`src/rtl/div_unit_if.sv`:
```
// Divider handshake and data bundle between the EX stage / hazard unit and div_unit.
// The master drives the start/kill request and operands; the slave returns stall, ready and results.
interface div_unit_if #(
  parameter int WIDTH = 32
);
  logic             isdivE;
  logic             signeddivE;
  logic             annulE;
  logic [WIDTH-1:0] srcaE;
  logic [WIDTH-1:0] srcbE;
  logic             div_stall;
  logic             div_ready;
  logic [WIDTH-1:0] div_hi;
  logic [WIDTH-1:0] div_lo;

  modport master (
    output isdivE, signeddivE, annulE, srcaE, srcbE,
    input  div_stall, div_ready, div_hi, div_lo
  );

  modport slave (
    input  isdivE, signeddivE, annulE, srcaE, srcbE,
    output div_stall, div_ready, div_hi, div_lo
  );
endinterface

```
`src/rtl/div_unit.sv`:
```
// Multi-cycle restoring divider (div/divu): one quotient bit per cycle, sign fix-up on completion.
// Quotient goes to div_lo, remainder to div_hi; divide by zero returns all ones / raw dividend.
module div_unit #(
  parameter int WIDTH = 32
) (
  input logic      clk,
  input logic      rst,
  div_unit_if.slave bus
);
  localparam int CW = $clog2(WIDTH) + 1;

  localparam logic [1:0] IDLE = 2'd0;
  localparam logic [1:0] BUSY = 2'd1;
  localparam logic [1:0] DONE = 2'd2;

  logic [1:0]       stateReg, stateNext;
  logic [CW-1:0]    cntReg;
  logic             signedReg, negAReg, negBReg, zeroReg;
  logic [WIDTH-1:0] divisorReg, quotReg, remReg;
  logic [WIDTH-1:0] hiReg, loReg;

  logic             start, lastIter, geq, showNew;
  logic [WIDTH-1:0] magA, magB, fixHi, fixLo;
  logic [WIDTH:0]   trial, diff;

  assign start    = (stateReg == IDLE) && bus.isdivE && !bus.annulE;
  assign magA     = (bus.signeddivE && bus.srcaE[WIDTH-1]) ? -bus.srcaE : bus.srcaE;
  assign magB     = (bus.signeddivE && bus.srcbE[WIDTH-1]) ? -bus.srcbE : bus.srcbE;
  assign lastIter = (cntReg == CW'(WIDTH - 1));

  // Shift the next dividend bit into the partial remainder and try subtracting the divisor.
  assign trial = {remReg, quotReg[WIDTH-1]};
  assign diff  = trial - {1'b0, divisorReg};
  assign geq   = !diff[WIDTH];

  // Divide-by-zero results are loaded raw at start and bypass the sign fix-up.
  assign fixLo = (!zeroReg && signedReg && (negAReg ^ negBReg)) ? -quotReg : quotReg;
  assign fixHi = (!zeroReg && signedReg && negAReg) ? -remReg : remReg;

  always_comb begin
    stateNext = stateReg;
    case (stateReg)
      IDLE: if (start) stateNext = (bus.srcbE == '0) ? DONE : BUSY;
      BUSY: begin
        if (bus.annulE)    stateNext = IDLE;
        else if (lastIter) stateNext = DONE;
      end
      DONE:    stateNext = IDLE;
      default: stateNext = IDLE;
    endcase
  end

  always_ff @(posedge clk) begin
    if (rst) begin
      stateReg   <= IDLE;
      cntReg     <= '0;
      signedReg  <= 1'b0;
      negAReg    <= 1'b0;
      negBReg    <= 1'b0;
      zeroReg    <= 1'b0;
      divisorReg <= '0;
      quotReg    <= '0;
      remReg     <= '0;
      hiReg      <= '0;
      loReg      <= '0;
    end else begin
      stateReg <= stateNext;
      case (stateReg)
        IDLE: begin
          if (start) begin
            signedReg  <= bus.signeddivE;
            negAReg    <= bus.signeddivE && bus.srcaE[WIDTH-1];
            negBReg    <= bus.signeddivE && bus.srcbE[WIDTH-1];
            zeroReg    <= (bus.srcbE == '0);
            divisorReg <= magB;
            cntReg     <= '0;
            if (bus.srcbE == '0) begin
              quotReg <= '1;
              remReg  <= bus.srcaE;
            end else begin
              quotReg <= magA;
              remReg  <= '0;
            end
          end
        end
        BUSY: begin
          if (!bus.annulE) begin
            remReg  <= geq ? diff[WIDTH-1:0] : trial[WIDTH-1:0];
            quotReg <= {quotReg[WIDTH-2:0], geq};
            cntReg  <= cntReg + CW'(1);
          end
        end
        DONE: begin
          if (!bus.annulE) begin
            hiReg <= fixHi;
            loReg <= fixLo;
          end
        end
        default: ;
      endcase
    end
  end

  // Results are presented straight from the working registers during DONE so a late annul can still retract them.
  assign showNew       = (stateReg == DONE) && !bus.annulE && !rst;
  assign bus.div_ready = showNew;
  assign bus.div_hi    = showNew ? fixHi : hiReg;
  assign bus.div_lo    = showNew ? fixLo : loReg;
  assign bus.div_stall = !rst && (((stateReg == IDLE) && bus.isdivE && !bus.annulE) ||
                                  (stateReg == BUSY));
endmodule

```
`src/flat_wrapper.sv`:
```
// flat-port wrapper written by rule: the top's interface ports become plain ports
module div_unit_flat 
#(
  parameter int WIDTH = 32
)
  (clk, rst, bus_isdivE, bus_signeddivE, bus_annulE, bus_srcaE, bus_srcbE, bus_div_stall, bus_div_ready, bus_div_hi, bus_div_lo);
  div_unit_if #(.WIDTH(WIDTH)) bus_i ();
  input logic clk;
  input logic rst;
  input wire logic [$bits(bus_i.isdivE)-1:0] bus_isdivE;
  input wire logic [$bits(bus_i.signeddivE)-1:0] bus_signeddivE;
  input wire logic [$bits(bus_i.annulE)-1:0] bus_annulE;
  input wire logic [$bits(bus_i.srcaE)-1:0] bus_srcaE;
  input wire logic [$bits(bus_i.srcbE)-1:0] bus_srcbE;
  output wire logic [$bits(bus_i.div_stall)-1:0] bus_div_stall;
  output wire logic [$bits(bus_i.div_ready)-1:0] bus_div_ready;
  output wire logic [$bits(bus_i.div_hi)-1:0] bus_div_hi;
  output wire logic [$bits(bus_i.div_lo)-1:0] bus_div_lo;
  assign bus_i.isdivE = bus_isdivE;
  assign bus_i.signeddivE = bus_signeddivE;
  assign bus_i.annulE = bus_annulE;
  assign bus_i.srcaE = bus_srcaE;
  assign bus_i.srcbE = bus_srcbE;
  assign bus_div_stall = bus_i.div_stall;
  assign bus_div_ready = bus_i.div_ready;
  assign bus_div_hi = bus_i.div_hi;
  assign bus_div_lo = bus_i.div_lo;
  div_unit #(.WIDTH(WIDTH)) u_core (.clk(clk), .rst(rst), .bus(bus_i));
endmodule
```
`config.mk`:
```
export PLATFORM = sky130hd
export DESIGN_NAME = div_unit_flat
export DESIGN_NICKNAME = d
export VERILOG_FILES = /design/src/rtl/div_unit_if.sv /design/src/rtl/div_unit.sv /design/src/flat_wrapper.sv
export SDC_FILE = /design/constraint.sdc
export NUM_CORES = 1
export LEC_CHECK = 0
export CORE_ASPECT_RATIO = 0.5
export CORE_UTILIZATION = 52
export CTS_CLUSTER_DIAMETER = 30
export DETAILED_ROUTE_END_ITERATION = 10
export GPL_TIMING_DRIVEN = 0
export PLACE_DENSITY = 0.76
export SYNTH_ARGS = -nofsm -noshare
export SYNTH_HDL_FRONTEND = slang
export SYNTH_SLANG_ARGS = --single-unit
```
`constraint.sdc`:
```
create_clock -name clk -period 2.9 [get_ports clk]
set_clock_uncertainty 0.05 [all_clocks]
set_input_delay 0.435 -clock clk [delete_from_list [all_inputs] [get_ports clk]]
set_output_delay 0.435 -clock clk [all_outputs]
set_load 0.1 [all_outputs]
```
==> results.yml <==
grt:
  grt_usage_pct: 37.7
  grt_pass1_vias: 12100
  grt_overflow: 0
  antenna_found_initial: 1
  grt_max_degree: 17
  grt_pass1_wl_mm: 67.6
logic_synthesis:
  synth-seq-area-share_pct: 29.3
  synth_cell_types: 79
  ys_ff_latch: 172
  syn_nets: 1622
  yosys_most_used_dff: "dfxtp_1"
  synth_edf_count: 0
  avgSynthCellArea_um2: 7.76
  synthCells: 1515
  syn-cell-area_mm2: 0.0118
  yosys_warnings: 0
  synthArstFlopShare_pct: 0
detailed_routing:
  drt-vias-per-instance: 6.52
  routed_wl_mm: 48.0
  postRouteAntennaNets: 0
  drt-initial-drc-count: 1792
  drc: 0
  vias: 13400
  wl_per_cell_um: 23.3
  dr.pass1.iters: 9
timing:
  rsz0062_at_grt: "true"
  slew_viol_final: 0
  hold_viol_final: 0
  hold_ws_ps: 405
  setup_viol: 64
  min_period_over_period_pct: 118
  period_minus_slack_ps: 3410
  relSlewSlack_pct: 12.4
  worst_slack_ps: -514
  fmax_mhz: 293
  worstMarginPinSlew_ps: 1310
power:
  leakagePower_nw: 6.91
  power_w: 0.00763
  peakVddDrop_uv: 381
  p_per_area_mw_per_mm2: 460
critical_path:
  cp_max_fo: 3
  reg2reg_from: "u_core.quotReg[31]$_SDFFE_PP0P_"
  slowest_stage: "or4_4"
  critical_path_arrival_ps: 2930
  r2r_cells: 13
  critPathKind: "reg -> out"
  cp-start-kind: "flop"
  crit_required_ps: 2410
  path_cells: "or4_4 -> nor4_4 -> buf_4 -> nand2_2 -> nor4_4 -> buf_4 -> a21oi_4 -> xnor2_2 -> nor2_2 -> a21o_4 -> buf_12"
  slowest_delay_ps: 560
  critPathLaunch: "u_core.quotReg[10]$_SDFFE_PP0P_"
  end_kind: "output pin"
die:
  core_mm2: 0.0219
  io_pins: 135
  initial_core_util_pct: 53.7
  rows: 38
  die_h_um: 108
  die_w_um: 215
  die_area_mm2: 0.0233
worst_hold_path:
  min_path_type: "reg -> reg"
  min_path_cells: 1
  hold_start: "u_core.loReg[4]$_SDFFE_PP0P_"
place:
  numPortBuffers: 134
  gp_congestion: 0.984
  hpwl_mm: 32.8
clocking:
  numCtsBuffers: 17
  clock_sinks: 172
  cts_tree: "built"
  hold_buffers: 0
  htreeDepth: 4
  cts_buffer_depth: 2
  clkTransAtPathRegs_ps: 70
  clock_latency_ps: 460
  cts-root-buf: "clkbuf_16"
layout:
  nets: 1855
  final_layout_size_suffix_gt1_share_pct: 26.2
  area_growth_pct: 41.0
  final_cell_mix: "nor2_1, dfxtp_1, nand2_1, a21oi_1, a21o_1"
  antennaDiodeCount: 0
  post-route-util_pct: 75.7
  final_common_cell: "nor2_1"
run_status:
  status: "complete, but fails checks"
  violations: "setup timing"
job:
  maxCapViolCount: 0
## cells by family after synthesis
| group | count (synthesis) | share of synthesized area (%) |
|---|---|---|
| muxes | 18 | 1.53 |
| AOI/OAI and AO/OA | 546 | 31.1 |
| and+or+nand+nor | 472 | 19.8 |
| adders and majority gates | 38 | 4.11 |
| xor gates and xnor gates | 124 | 9.23 |
| DFF | 172 | 29.3 |
| buffers and inverters | 145 | 4.96 |
## report_power, final
group	total [W]	internal [W]	leakage (nW)	switching [W]
Sequential	0.00257	0.00244	1.42	0.000128
Clock	0.00257	0.00150	0.303	0.00107
Combinational	0.00249	0.00107	5.19	0.00141
## flip-flops by register name, summed over array words and instances, names as in the netlist
signal	count
u_core.remReg	32
u_core.divisorReg	32
u_core.loReg	32
u_core.hiReg	32
u_core.negAReg	1
u_core.negBReg	1
u_core.signedReg	1
u_core.quotReg	32
u_core.zeroReg	1
u_core.cntReg	6
u_core.stateReg	2
## synthesized netlist by cell type, types with 8 or more instances
cell | n | area share (%)
o211ai_1 | 12 | 0.77
clkbuf_1 | 71 | 2.3
a21o_1 | 127 | 8.1
nand4_1 | 11 | 0.59
o221ai_1 | 27 | 2.0
dfxtp_1 | 172 | 29
and2_1 | 10 | 0.53
inv_1 | 56 | 1.8
nand2b_1 | 12 | 0.64
nand2_1 | 131 | 4.2
nor2_1 | 151 | 4.8
o21a_1 | 9 | 0.57
a211oi_1 | 24 | 1.5
or3_1 | 41 | 2.2
mux2i_1 | 18 | 1.5
buf_2 | 12 | 0.51
nor4_1 | 11 | 0.59
a22oi_1 | 33 | 2.1
a31oi_1 | 22 | 1.2
xor2_1 | 43 | 3.2
nand3_1 | 19 | 0.81
o22ai_1 | 18 | 0.96
a21oi_1 | 144 | 6.1
o41ai_1 | 8 | 0.60
xnor2_1 | 81 | 6.0
o31ai_1 | 8 | 0.51
nor3_1 | 32 | 1.4
o21ai_0 | 69 | 2.9
ha_1 | 37 | 3.9
## per-stage QoR
| step | TNS (ps) | cells | cell area (um2) | worst slack (ps) |
|---|---|---|---|---|
| final | -13880 | 2061 | 16600 | -514 |
| after global routing | -17890 | 2061 | 16600 | -608 |
| after CTS | -8270 | 2022 | 15400 | -532 |
| after detailed placement | -138130 | 1949 | 13600 | -1590 |
| after global placement | -134940 | 1949 | 13600 | -1570 |
| after floorplan | -1590 | 1515 | 11900 | -421 |
## worst max-delay path, delay by kind of cell (launching register included)
kind,cells,cell delay [ps]
buf+inv,3,510
compound gates,2,260
simple gates,5,1120
xor+xnor,1,230
flops,1,350
## worst paths after layout
path | slack [ps] | end
setup / recovery | -510 | bus_div_lo[28]
hold / removal | 410 | u_core.loReg[4]$_SDFFE_PP0P_
setup reg to reg | -180 | u_core.remReg[4]$_SDFFE_PP0P_
hold reg to reg | 410 | u_core.loReg[4]$_SDFFE_PP0P_
## layout make-up
cell class | instances | area (um2)
Multi-Input combinational cell | 1198 | 8890
Fill cell | 1524 | 5340
Tap cell | 300 | 375
Sequential cell | 172 | 3540
Timing Repair Buffer | 218 | 2490
Inverter | 56 | 218
Clock inverter | 12 | 186
Buffer | 85 | 432
Clock buffer | 20 | 457
## per-layer routing
layer	global-route usage (%)	vias to the layer above	routed length (um)
met5	0	-	0
met4	11.1	0	1890
met3	9.93	182	5530
met2	61.0	847	21600
met1	49.6	6413	19000
li1	-	5988	-
## timing repair
action	CTS	global route
buffers inserted	41	45
gates resized for setup	669	203
hold endpoints to repair	0	0
pin swaps	42	102
setup endpoints to repair	127	103
cloned	1	1
No activity file was read; power rests on OpenSTA's default activity.
